## config.mk

```make
export PLATFORM = sky130hd
export DESIGN_NAME = apb_weight_completer
export DESIGN_NICKNAME = d
export VERILOG_FILES = /design/src/rtl/apb_cpl_pkg.sv /design/src/rtl/apb_weight_completer_bank.sv /design/src/rtl/apb_weight_completer.sv
export SDC_FILE = /design/constraint.sdc
export NUM_CORES = 1
export LEC_CHECK = 0
export CORE_MARGIN = 4
export CORE_UTILIZATION = 44
export CTS_CLUSTER_SIZE = 12
export DETAILED_ROUTE_END_ITERATION = 6
export HOLD_SLACK_MARGIN = 0.06
export PLACE_DENSITY = 0.67
export SETUP_SLACK_MARGIN = 0.15
export SLEW_MARGIN = 30
export SYNTH_ARGS = -nofsm -noshare
export SYNTH_HDL_FRONTEND = slang
export SYNTH_SLANG_ARGS = --single-unit
export TNS_END_PERCENT = 20
```

## constraint.sdc

```tcl
create_clock -name clk -period 3.51 [get_ports clk]
set_input_delay 0.702 -clock clk [delete_from_list [all_inputs] [get_ports clk]]
set_output_delay 0.702 -clock clk [all_outputs]
set_load 0.005 [all_outputs]
```

## src/rtl/apb_cpl_pkg.sv

```systemverilog
// Shared constants, address map and FSM state type for the APB weight completer.
// APB_CPL_WAIT_EN (when defined) maps the WAIT register at ADDR_WAIT.
package apb_cpl_pkg;

    localparam int unsigned NUM_WEIGHTS = 8;
    localparam int unsigned WEIGHT_W    = 10;
    localparam int unsigned IDX_W       = 3;
    localparam int unsigned BYTE_W      = 8;

    localparam int unsigned ADDR_WLO_BASE = 'h00;
    localparam int unsigned ADDR_CTRL     = 'h10;
    localparam int unsigned ADDR_STATUS   = 'h11;
    localparam int unsigned ADDR_WAIT     = 'h12;

    typedef enum logic {
        IDLE   = 1'b0,
        ACCESS = 1'b1
    } cpl_state_t;

endpackage

```

## src/rtl/apb_weight_completer_bank.sv

```systemverilog
// Shadow/committed weight storage with a byte write port, bulk commit and PENDING flag.
module weight_shadow_bank
    import apb_cpl_pkg::*;
(
    input  logic                                  clk,
    input  logic                                  rstn,
    input  logic                                  wr_en,
    input  logic [IDX_W:0]                        wr_byte,
    input  logic [BYTE_W-1:0]                     wr_data,
    input  logic                                  commit,
    input  logic [IDX_W:0]                        rd_byte,
    output logic [BYTE_W-1:0]                     rd_data,
    output logic                                  pending,
    output logic [NUM_WEIGHTS-1:0][WEIGHT_W-1:0]  committed
);

    logic [NUM_WEIGHTS-1:0][WEIGHT_W-1:0] shadow_q;

    always_ff @(posedge clk or negedge rstn) begin
        if (!rstn) begin
            shadow_q  <= '0;
            committed <= '0;
            pending   <= 1'b0;
        end else begin
            if (wr_en) begin
                // Odd byte holds the two MSBs of the weight; the rest of that byte is dropped
                if (wr_byte[0])
                    shadow_q[wr_byte[IDX_W:1]][WEIGHT_W-1:BYTE_W] <= wr_data[WEIGHT_W-BYTE_W-1:0];
                else
                    shadow_q[wr_byte[IDX_W:1]][BYTE_W-1:0] <= wr_data;
                pending <= 1'b1;
            end
            if (commit) begin
                committed <= shadow_q;
                pending   <= 1'b0;
            end
        end
    end

    assign rd_data = rd_byte[0]
        ? {{(2*BYTE_W-WEIGHT_W){1'b0}}, shadow_q[rd_byte[IDX_W:1]][WEIGHT_W-1:BYTE_W]}
        : shadow_q[rd_byte[IDX_W:1]][BYTE_W-1:0];

endmodule

```

## src/rtl/apb_weight_completer.sv

```systemverilog
// APB completer holding the interpolator weights; APB FSM and address decode.
// APB_CPL_WAIT_EN adds a programmable wait-state register at 0x12.
module apb_weight_completer
    import apb_cpl_pkg::*;
#(
    parameter int ADDR_WIDTH = 10,
    parameter int DATA_WIDTH = 8,
    parameter int SEL_WIDTH  = 4,
    parameter int SEL_IDX    = 0
) (
    input  logic                    clk,
    input  logic                    rstn,
    input  logic [ADDR_WIDTH-1:0]   i_PADDR,
    input  logic [SEL_WIDTH-1:0]    i_PSEL,
    input  logic                    i_PENABLE,
    input  logic                    i_PWRITE,
    input  logic [DATA_WIDTH-1:0]   i_PWDATA,
    input  logic [DATA_WIDTH/8-1:0] i_PSTRB,
    output logic                    o_PREADY,
    output logic [DATA_WIDTH-1:0]   o_PRDATA,
    output logic                    o_PSLVERR,
    output logic [WEIGHT_W-1:0]     o_weight0,
    output logic [WEIGHT_W-1:0]     o_weight1,
    output logic [WEIGHT_W-1:0]     o_weight2,
    output logic [WEIGHT_W-1:0]     o_weight3,
    output logic [WEIGHT_W-1:0]     o_weight4,
    output logic [WEIGHT_W-1:0]     o_weight5,
    output logic [WEIGHT_W-1:0]     o_weight6,
    output logic [WEIGHT_W-1:0]     o_weight7,
    output logic                    o_commit
);

    cpl_state_t              state_q, state_d;
    logic [ADDR_WIDTH-1:0]   addr_q;
    logic                    write_q;
    logic [3:0]              wait_cnt;
    logic                    sel, setup, complete;
    logic                    is_weight, is_ctrl, is_status, is_wait, mapped;
    logic                    wr_fire, shadow_we, commit_req, wait_we;
    logic [DATA_WIDTH-1:0]   bank_rd, rdata;
    logic                    pending;
    logic [NUM_WEIGHTS-1:0][WEIGHT_W-1:0] committed;

    assign sel = i_PSEL[SEL_IDX];

    always_comb begin
        state_d  = state_q;
        setup    = 1'b0;
        complete = 1'b0;
        case (state_q)
            IDLE: begin
                if (sel && !i_PENABLE) begin
                    state_d = ACCESS;
                    setup   = 1'b1;
                end
            end
            ACCESS: begin
                // Dropping PSEL mid-transfer abandons it without a response
                if (!sel) begin
                    state_d = IDLE;
                end else if (wait_cnt == 4'd0) begin
                    complete = 1'b1;
                    state_d  = IDLE;
                end
            end
            default: state_d = IDLE;
        endcase
    end

    assign is_weight = addr_q < ADDR_WIDTH'(ADDR_WLO_BASE + 2 * NUM_WEIGHTS);
    assign is_ctrl   = addr_q == ADDR_WIDTH'(ADDR_CTRL);
    assign is_status = addr_q == ADDR_WIDTH'(ADDR_STATUS);
`ifdef APB_CPL_WAIT_EN
    assign is_wait   = addr_q == ADDR_WIDTH'(ADDR_WAIT);
`else
    assign is_wait   = 1'b0;
`endif
    assign mapped    = is_weight || is_ctrl || is_status || is_wait;

    assign wr_fire    = complete && write_q && i_PSTRB[0];
    assign shadow_we  = wr_fire && is_weight;
    assign commit_req = wr_fire && is_ctrl && i_PWDATA[0];
    assign wait_we    = wr_fire && is_wait;

    always_ff @(posedge clk or negedge rstn) begin
        if (!rstn) begin
            state_q  <= IDLE;
            addr_q   <= '0;
            write_q  <= 1'b0;
            o_commit <= 1'b0;
        end else begin
            state_q  <= state_d;
            o_commit <= commit_req;
            if (setup) begin
                addr_q  <= i_PADDR;
                write_q <= i_PWRITE;
            end
        end
    end

`ifdef APB_CPL_WAIT_EN
    logic [3:0] wait_reg_q;

    always_ff @(posedge clk or negedge rstn) begin
        if (!rstn) begin
            wait_cnt   <= '0;
            wait_reg_q <= '0;
        end else begin
            // Loaded at setup, so a WAIT update only affects later transfers
            if (setup)
                wait_cnt <= wait_reg_q;
            else if (state_q == ACCESS && sel && wait_cnt != 4'd0)
                wait_cnt <= wait_cnt - 4'd1;
            if (wait_we)
                wait_reg_q <= i_PWDATA[3:0];
        end
    end
`else
    assign wait_cnt = 4'd0;
`endif

    weight_shadow_bank u_bank (
        .clk       (clk),
        .rstn      (rstn),
        .wr_en     (shadow_we),
        .wr_byte   (addr_q[IDX_W:0]),
        .wr_data   (i_PWDATA),
        .commit    (commit_req),
        .rd_byte   (addr_q[IDX_W:0]),
        .rd_data   (bank_rd),
        .pending   (pending),
        .committed (committed)
    );

    always_comb begin
        rdata = '0;
        if (is_weight)
            rdata = bank_rd;
        else if (is_status)
            rdata = DATA_WIDTH'(pending);
`ifdef APB_CPL_WAIT_EN
        else if (is_wait)
            rdata = DATA_WIDTH'(wait_reg_q);
`endif
    end

    assign o_PREADY  = complete;
    assign o_PRDATA  = (complete && !write_q) ? rdata : '0;
    assign o_PSLVERR = complete && !mapped;

    assign o_weight0 = committed[0];
    assign o_weight1 = committed[1];
    assign o_weight2 = committed[2];
    assign o_weight3 = committed[3];
    assign o_weight4 = committed[4];
    assign o_weight5 = committed[5];
    assign o_weight6 = committed[6];
    assign o_weight7 = committed[7];

endmodule

```

; After elaboration in Yosys (flattened, before gate mapping)
; Index checks and enable logic that the tools add are counted.
[totals]
reg_bits = 174
latch_bits = 0
mem_bits_rw = 0
romBits = 0
out_inout_bits = 91
memories = 0
[classes]
n_addsub = 0
multipliers = 0
n_div = 0
order_cmp = 3
eq_ne = 2
shifts = 0
mux = 20
bitwise = 1
reduce_logical = 15
[ops]
columns = operator, count
row1 = 80-bit bitwise mux, 2
row2 = 80-bit 2-to-1 mux, 1
row3 = 10-bit demux with 3-bit select, 2
row4 = 8-bit 2-to-1 mux, 4
row5 = 10-bit binary-select mux with 3-bit select, 1
row6 = 10-bit by 5-bit == test with 1-bit output (second input constant), 2
row7 = 10-bit 2-to-1 mux, 2
row8 = 10-bit by 5-bit < comparator with 1-bit output (second input constant), 1
row9 = 1-bit logical AND, 9
row10 = 1-bit 2-to-1 mux, 7
row11 = 3-bit by 4-bit < comparator with 1-bit output (second input constant), 1
row12 = 3-bit by 1-bit >= comparator with 1-bit output (second input constant), 1
row13 = 1-bit logical NOT, 3
row14 = 1-bit logical OR, 2
row15 = 1-bit case mux with 2 select lines, 1
row16 = 2-bit nonzero test, 1
row17 = 1-bit inverter, 1

; Longest topological paths before layout
; Gate-level depths: netlist of the first run.
[depth]
ltp_word = 7
depth_mapped = 7
depth_no_buf = 4

; Hierarchy
; A second synthesis of the first run with hierarchy kept.
[unflattened]
cells_unflattened = 464
area_unflattened_um2 = 7362.1
[by_module_without_submodules]
columns = module, n_inst, cells_each, area_each_um2, seq_area_each_um2
row1 = weight_shadow_bank, 1, 413, 6734.0, 4028.9
row2 = apb_weight_completer, 1, 51, 628.1, 325.3

; Least setup slack after synthesis of the first run
; OpenSTA, ideal clock, no wires.
[synth_timing]
kind = register to output
start = register addr_q[9]
end = output o_PRDATA[7]
arrival_time_ns = 2.040
slack_ns = 0.768
stages_incl_launch_ff = 6
n_path_buf = 1
path_cell_list = dfrtp_1 -> or4_4 -> or2_2 -> or4_1 -> clkbuf_1 -> o21ba_2
[synth_between]
elab_chain_cells = 3
[synth_lines]
columns = item, line_no
row1 = start: declaration, apb_weight_completer.sv:34  ; logic [ADDR_WIDTH-1:0] addr_q;
row2 = start signal: assignment, apb_weight_completer.sv:95  ; addr_q <= i_PADDR;
row3 = 10-bit by 5-bit < comparator with 1-bit output, apb_weight_completer.sv:70  ; assign is_weight = addr_q < ADDR_WIDTH'(ADDR_WLO_BASE + 2 * NUM_WEIGHTS);
row4 = 8-bit 2-to-1 mux, apb_weight_completer.sv:137  ; if (is_weight)
row5 = 8-bit 2-to-1 mux, apb_weight_completer.sv:148  ; assign o_PRDATA = (complete && !write_q) ? rdata : '0;
row6 = end: declaration, apb_weight_completer.sv:20  ; output logic [DATA_WIDTH-1:0] o_PRDATA,
; No other way between the ends.

; Final worst setup path of the first run
[layout_timing]
start = input i_PSEL[0]
end = output o_PRDATA[6]
[layout_between]
elab_chain_cells = 4
[layout_lines]
columns = item, line_no
row1 = start: declaration, apb_weight_completer.sv:14  ; input logic [SEL_WIDTH-1:0] i_PSEL,
row2 = 1-bit 2-to-1 mux, apb_weight_completer.sv:59  ; if (!sel) begin
row3 = 1-bit 2-to-1 mux, apb_weight_completer.sv:50  ; case (state_q)
row4 = 1-bit logical AND, apb_weight_completer.sv:148
row5 = 8-bit 2-to-1 mux, apb_weight_completer.sv:148
; No other way between the ends.

==> results.md, run 1 <==
* Power share of the combinational group at between 8 and 9%
* Static Leak at 4.56 nW
* Avg Inst Size Synth at between 10 and 15 sq um
* Final hold vios at 0
* Unique masters post-synth at between 40 and 50
* Max-Cap Viols at 0
* Vias post-DR at ~4.6k
* Die area at ~19000 sq um
* Post-synth EDFFs at 0
* DIE HEIGHT at around 140 um
* Later-pin clock latency in the skew report at 0.43 ns
* Outcome: finished clean
* DRC at 0
* Crit-path slowest cell: or4_4
* Synth Register Bits at approximately 170
* Post-layout worst setup margin at around 0.19 ns
* CP Data Required Time at approximately 2.8 ns
* Synth Instances at 507
* Setup slack, reg-to-reg at roughly 1.0 ns
* Initial DRC count at 262
* Initial Utilization at 44.8%
* Routability cong. at between 0.8 and 0.9
* Fin crit period at between 3 and 4 ns
* Final ANT Viol Nets at 0
* Pre-CTS setup slack at -0.0633 ns
* M1 WL at between 8000 and 9000 um
* Vias per inst at about 5.4
* Fmax achieved at between 0.3 and 0.4 GHz
* Asr flop ratio synth at 100%
* TritonCTS clock tree: built
* Fillers at 1335
* CP Data Arrival Time at 2.61 ns
* Cell Pwr Density at between 400 and 500 nW/um^2
* Commonest non-fill, non-tap cells in the layout: mux2_2 (177), dfrtp_1 (173), clkdlybuf4s50_1 (106), buf_4 (20), clkbuf_16 (17)
* Slew @ Worst Pin at 0.810 ns
* Clk network pwr share at 44.0%
* IO Count at ~120
* Clk root buf: clkbuf_16
* Non-Filler Cell Area, Final at 9540 sq um
* Number of buffers and inverters on the critical path at 3
* Routed WL per cell at between 20 and 25 um
* Core area at 16500 sq um
* Seq/Total Area, Yosys at about three fifths
* CP Capture Type: output pin
* Pin count of the biggest net entering global routing at 90
* HPWL after DPL at 12200 um
* Share of layout cells above drive strength 1 at about two fifths
* Net Sw Frac at a little under a quarter
* Slowest stage delay, CP at ~0.52 ns
* Warnings, synthesis at 0
* Crit share post-route at a little over nine tenths
* Crit start category: input pin
* Worst-path clk slew at approximately 0.06 ns
* Worst vdd ir at 0.360 mV
* Clock skew at 0.0169 ns
* H-tree level count at 4
* Top sig layer: met4
* Commonest non-fill, non-tap cell in the layout: mux2_2
* Placed cell areas at 8870 sq um
* Met3 WL at 951 um
* Cts hold-fix bufs at 0
* Die W at 138 um
* Num CTS Buffers at 17
* Syn nets at 534
* First-pass GRT wire length at about 27000 um
* RSZ-0062 raised after global routing: yes
* Row count at 47
* HP Class: in2async
* Finished Core Util at about 58%
* Rel. slew slack at a little under half
* Number of global-route vias before repair at 4661
* Family with the most delay on the worst path: buffers and inverters
* Drt total wl at approximately 17000 um
* Critical path type: in2out
* Synth Flop Type: dfrtp_1
* DR pass1 iterations at 4
* Crit Path Max Fanout at 5
* # clock sinks at 174
* Cell Chain, Critical Path: clkdlybuf4s50_1, nand2_1, or2_2, or4_4, buf_6, a21oi_1, dlygate4sd2_1
* Initial antenna violation count at 0
* CTS Buffer Depth at 2
* Sw Pwr at between 1 and 1.5 mW
* Ant. Diodes at 0
* Reg power frac at between 40% and 50%
* Internal Power at around 3.3 mW
* Layout area overhead at 28.8%
* Final setup vio count at 0
* Layout Nets at between 600 and 700
* Post-Syn Area at around 7400 sq um
* Fin. max-slew vios at 0
* IO Port Bufs at roughly 110
* Met2 WL post-DR at just over 8000 um
* Gr usage total at slightly below 20%
* Gr ovfl total at 0
[routing by layer]
metal / vias up / track usage, %
li1: 2106 / -
met1: 2401 / 29.0
met2: 118 / 28.6
met3: 15 / 3.21
met4: 0 / 6.48
met5: - / 0
[Yosys cell counts, types with 3 or more instances]
library cell / number / share of area, %
mux2_2: 177 / 27
dfrtp_1: 174 / 59
clkbuf_1: 25 / 1.3
nor2_1: 16 / 0.81
mux2i_1: 10 / 1.4
nand2_1: 8 / 0.41
a21oi_1: 7 / 0.47
a221oi_1: 6 / 0.71
a22oi_1: 6 / 0.61
inv_1: 6 / 0.30
mux4_2: 6 / 1.8
nand3_2: 6 / 0.81
nor2b_1: 6 / 0.51
nand4_1: 5 / 0.42
o21ai_0: 5 / 0.34
buf_1: 4 / 0.20
nand4b_1: 3 / 0.35
nor3b_1: 3 / 0.30
[path summary, 6_finish.rpt]
path	from	end	cells after the start
max reg2reg	addr_q[5]	u_bank.shadow_q[8]	6
max	i_PSEL[0]	o_PRDATA[6]	7
max in group asynchronous	rstn	u_bank.shadow_q[72]	2
min	rstn	write_q	1
min in group clk	u_bank.committed[62]	u_bank.committed[62]	1
min reg2reg	u_bank.committed[62]	u_bank.committed[62]	1
[through the flow]
step	std cells	setup TNS, ns	hold slack, ns	power [mW]
2_1_floorplan	507	0	0.406	2.29
3_3_place_gp	829	-0.232	0.488	2.44
3_5_place_dp	829	-0.271	0.493	2.45
4_1_cts	862	0	0.370	4.37
5_1_grt	865	0	0.399	4.49
6_report	865	0	0.339	4.34
[cell type report]
| type | instances | area [sq um] | share of cell area (%) |
|---|---|---|---|
| multi-input cells | 297 | 2970 | 31.1 |
| flip-flops and latches | 174 | 4360 | 45.6 |
| inverters | 6 | 22.5 | 0.236 |
| well taps | 220 | 275 | 2.88 |
| clock inverters | 11 | 130 | 1.36 |
| clock buffers | 21 | 480 | 5.04 |
| repair buffers | 136 | 1310 | 13.8 |
[sequential cells by signal, indices dropped and copies added, names as in the netlist]
signal            cells
write_q               1
u_bank.shadow_q      80
o_commit              1
addr_q               10
u_bank.committed     80
u_bank.pending        1
state_q               1
[power groups by stage]
stage | registers, mW | clock network [mW] | logic [mW]
2_1_floorplan | 2.08 | 0 | 0.204
3_3_place_gp | 2.11 | 0 | 0.331
3_5_place_dp | 2.11 | 0 | 0.338
4_1_cts | 2.08 | 1.95 | 0.344
5_1_grt | 2.08 | 2.03 | 0.388
6_report | 2.07 | 1.91 | 0.357
[repair_timing]
item	in CTS	in global routing
pin swaps	2	0
endpoints found under the setup margin	8	7
setup buffers	1	3
resized for setup	16	7
[kinds of logic after synthesis]
family | synth area share [%]
AND/OR/NAND/NOR | 5.59
AO/OA/AOI/OAI | 3.71
buffers and inverters | 1.87
multiplexers | 30.1
flip-flops | 58.8
(Power assumes the default switching activity.)
==> run 2, diff against run 1 <==
--- a/config.mk
+++ b/config.mk
@@ -7,11 +7,13 @@
 export LEC_CHECK = 0
 export CORE_MARGIN = 4
 export CORE_UTILIZATION = 44
+export CTS_BUF_LIST = sky130_fd_sc_hd__clkbuf_8
 export CTS_CLUSTER_SIZE = 12
 export DETAILED_ROUTE_END_ITERATION = 6
 export HOLD_SLACK_MARGIN = 0.06
 export PLACE_DENSITY = 0.67
 export SETUP_SLACK_MARGIN = 0.15
+export SKIP_LAST_GASP = 1
 export SLEW_MARGIN = 30
 export SYNTH_ARGS = -nofsm -noshare
 export SYNTH_HDL_FRONTEND = slang
==> constraint.sdc (replaced) <==
create_clock -name clk -period 4.26 [get_ports clk]
set_input_delay 0.852 -clock clk [delete_from_list [all_inputs] [get_ports clk]]
set_output_delay 0.852 -clock clk [all_outputs]
set_load 0.005 [all_outputs]
==> results.md, run 2 (synthesis gave the netlist of run 1 again) <==
* Setup repair bufs after CTS at 0 (-1)
* Worst vdd ir at 0.196 mV (-46%)
* Gr ovfl total at 0 (unchanged)
* First-pass GRT wire length at 27000 um (-1.7%)
* Worst-path clk slew at 0.09 ns (+0.03 ns)
* Routed WL per cell at 20.0 um (-0.55%)
* Initial Utilization at 44.8% (unchanged)
* Crit Path Max Fanout at 6 (+1)
* Ant. Diodes at 0 (unchanged)
* RSZ-0062 raised after global routing: no
* DIE HEIGHT at 138 um (unchanged)
* Final hold vios at 0 (unchanged)
* Total Power at 3.10 mW (-29%)
* Cell Pwr Density at 336 nW/um^2 (-26%)
* H-tree level count at 4 (unchanged)
* Routability cong. at 0.840 (+0.35%)
* CP Capture Type: output pin
* HP Class: in2async
* CP Data Required Time at 3.41 ns (+0.60 ns)
* Initial antenna violation count at 0 (unchanged)
* Fin. max-slew vios at 0 (unchanged)
* Vias per inst at 5.40 (+0.60%)
* DR pass1 iterations at 5 (+1)
* Vias post-DR at 4614 (-0.56%)
* Die area at 19000 sq um (unchanged)
* Commonest non-fill, non-tap cell in the layout: mux2_2
* Initial DRC count at 270 (+3.1%)
* Pre-CTS setup slack at 0.222 ns (+0.285 ns)
* TNS Setup at 0 ns (unchanged)
* PostCTS Resize Cnt at 1 (-15)
* Pin count of the biggest net entering global routing at 103 (+14%)
* Row count at 47 (unchanged)
* Share of layout cells above drive strength 1 at 38.3% (-2.2 points)
* Num CTS Buffers at 17 (unchanged)
* Fin crit period at between 3 and 4 ns
* Gr usage total at 18.9% (-0.39 points)
* CP Data Arrival Time at 3.09 ns (+0.48 ns)
* Clock skew at 0.00935 ns (-0.00754 ns)
* Number of global-route vias before repair at 4719 (+1.2%)
* DRC at 0 (unchanged)
* Final setup vio count at 0 (unchanged)
* Cts hold-fix bufs at 0 (unchanged)
* Die W at 138 um (unchanged)
* Biggest regs: u_bank.committed x80, u_bank.shadow_q x80, addr_q x10
* Post-layout worst setup margin at 0.318 ns (+0.125 ns)
* Slew @ Worst Pin at 0.846 ns (+0.0360 ns)
* Layout area overhead at 24.5%
* IO Count at 118 (unchanged)
* Max-Cap Viols at 0 (unchanged)
* Final ANT Viol Nets at 0 (unchanged)
* Fmax achieved at between 0.2 and 0.3 GHz
* Core area at 16500 sq um (unchanged)
* HPWL after DPL at 12200 um (-0.48%)
* Rel. slew slack at 43.1% (-2.8 points)
* Critical path type: reg2out
* Drt total wl at 17100 um (-1.7%)
* Static Leak at 4.38 nW (-4.0%)
* Commonest non-fill, non-tap cells in the layout: mux2_2 (177), dfrtp_1 (174), clkdlybuf4s50_1 (113), clkbuf_8 (20), nor2_1 (16)
* # clock sinks at 174 (unchanged)
* Later-pin clock latency in the skew report at 0.46 ns (+0.03 ns)
* Outcome: finished clean
* CTS Buffer Depth at 2 (unchanged)
* Crit start category: flop
* Crit share post-route at 92.5%
* Clk root buf: clkbuf_8
* Layout Nets at 649 (-1.5%)
* TritonCTS clock tree: built
* IO Port Bufs at 114 (unchanged)
==> run 2: changes by cell type in the layout (fill, tap and decap cells not counted), moves of 3 or more <==
| cell | before | now |
|---|---|---|
| clkbuf_16 | 17 | 0 |
| clkbuf_8 | 4 | 20 |
| buf_4 | 20 | 11 |
| clkdlybuf4s50_1 | 106 | 113 |
| dlygate4sd2_1 | 5 | 0 |
| clkinv_4 | 1 | 4 |
| inv_6 | 2 | 5 |
==> run 2: where the power goes <==
part	switching, mW	total, mW	internal [mW]
sequential	0.0409	1.71	1.67
clock	0.621	1.13	0.505
combinational	0.158	0.262	0.104
total	0.820	3.10	2.28
==> run 2: final timing paths <==
kind,startpoint,endpoint,slack [ns],depth (start not counted)
min,rstn,addr_q[5],0.44,1
max in group asynchronous,rstn,u_bank.committed[70],2.92,2
min in group clk,u_bank.committed[38],u_bank.committed[38],0.51,1
max,addr_q[9],o_PRDATA[7],0.32,5
max reg2reg,addr_q[2],u_bank.committed[3],1.34,6
min reg2reg,u_bank.committed[38],u_bank.committed[38],0.51,1
==> run 2: routing by layer <==
metal | wire [um] | global-route usage [%] | part of all wire (%) | vias to the layer above
met4 | 255 | 5.21 | 1.5 | 0
met5 | 0 | 0 | 0 | -
met1 | 7980 | 27.0 | 47 | 2359
li1 | - | - | - | 2079
met2 | 7840 | 28.3 | 46 | 151
met3 | 1060 | 5.59 | 6.2 | 25
==> run 2: worst max-delay path, stage by stage, from the launching register on <==
cell and delay (ns):
dfrtp_1 0.38, or4_4 0.57, or2_2 0.32, or4_4 0.55, o21ba_2 0.30, clkdlybuf4s50_1 0.51
==> run 2: cell type report <==
type / count / area (sq um)
tap: 220 / 275
multi-input combinational: 297 / 2930
clock inverter: 13 / 129
inverter: 6 / 22.5
sequential: 174 / 4350
timing repair buffer: 126 / 1250
clock buffer: 19 / 262
fill: 1354 / 7300
==> run 2: through the flow <==
step / std cells / instance area, sq um / utilization, % / hold WS, ns
floorplan: 507 / 7410 / - / 0.467
global placement: 823 / 8830 / 53.4 / 0.487
detailed placement: 823 / 8830 / 53.4 / 0.493
CTS: 855 / 9220 / 55.8 / 0.515
global route: 855 / 9220 / 55.8 / 0.509
finish: 855 / 9220 / 55.8 / 0.442
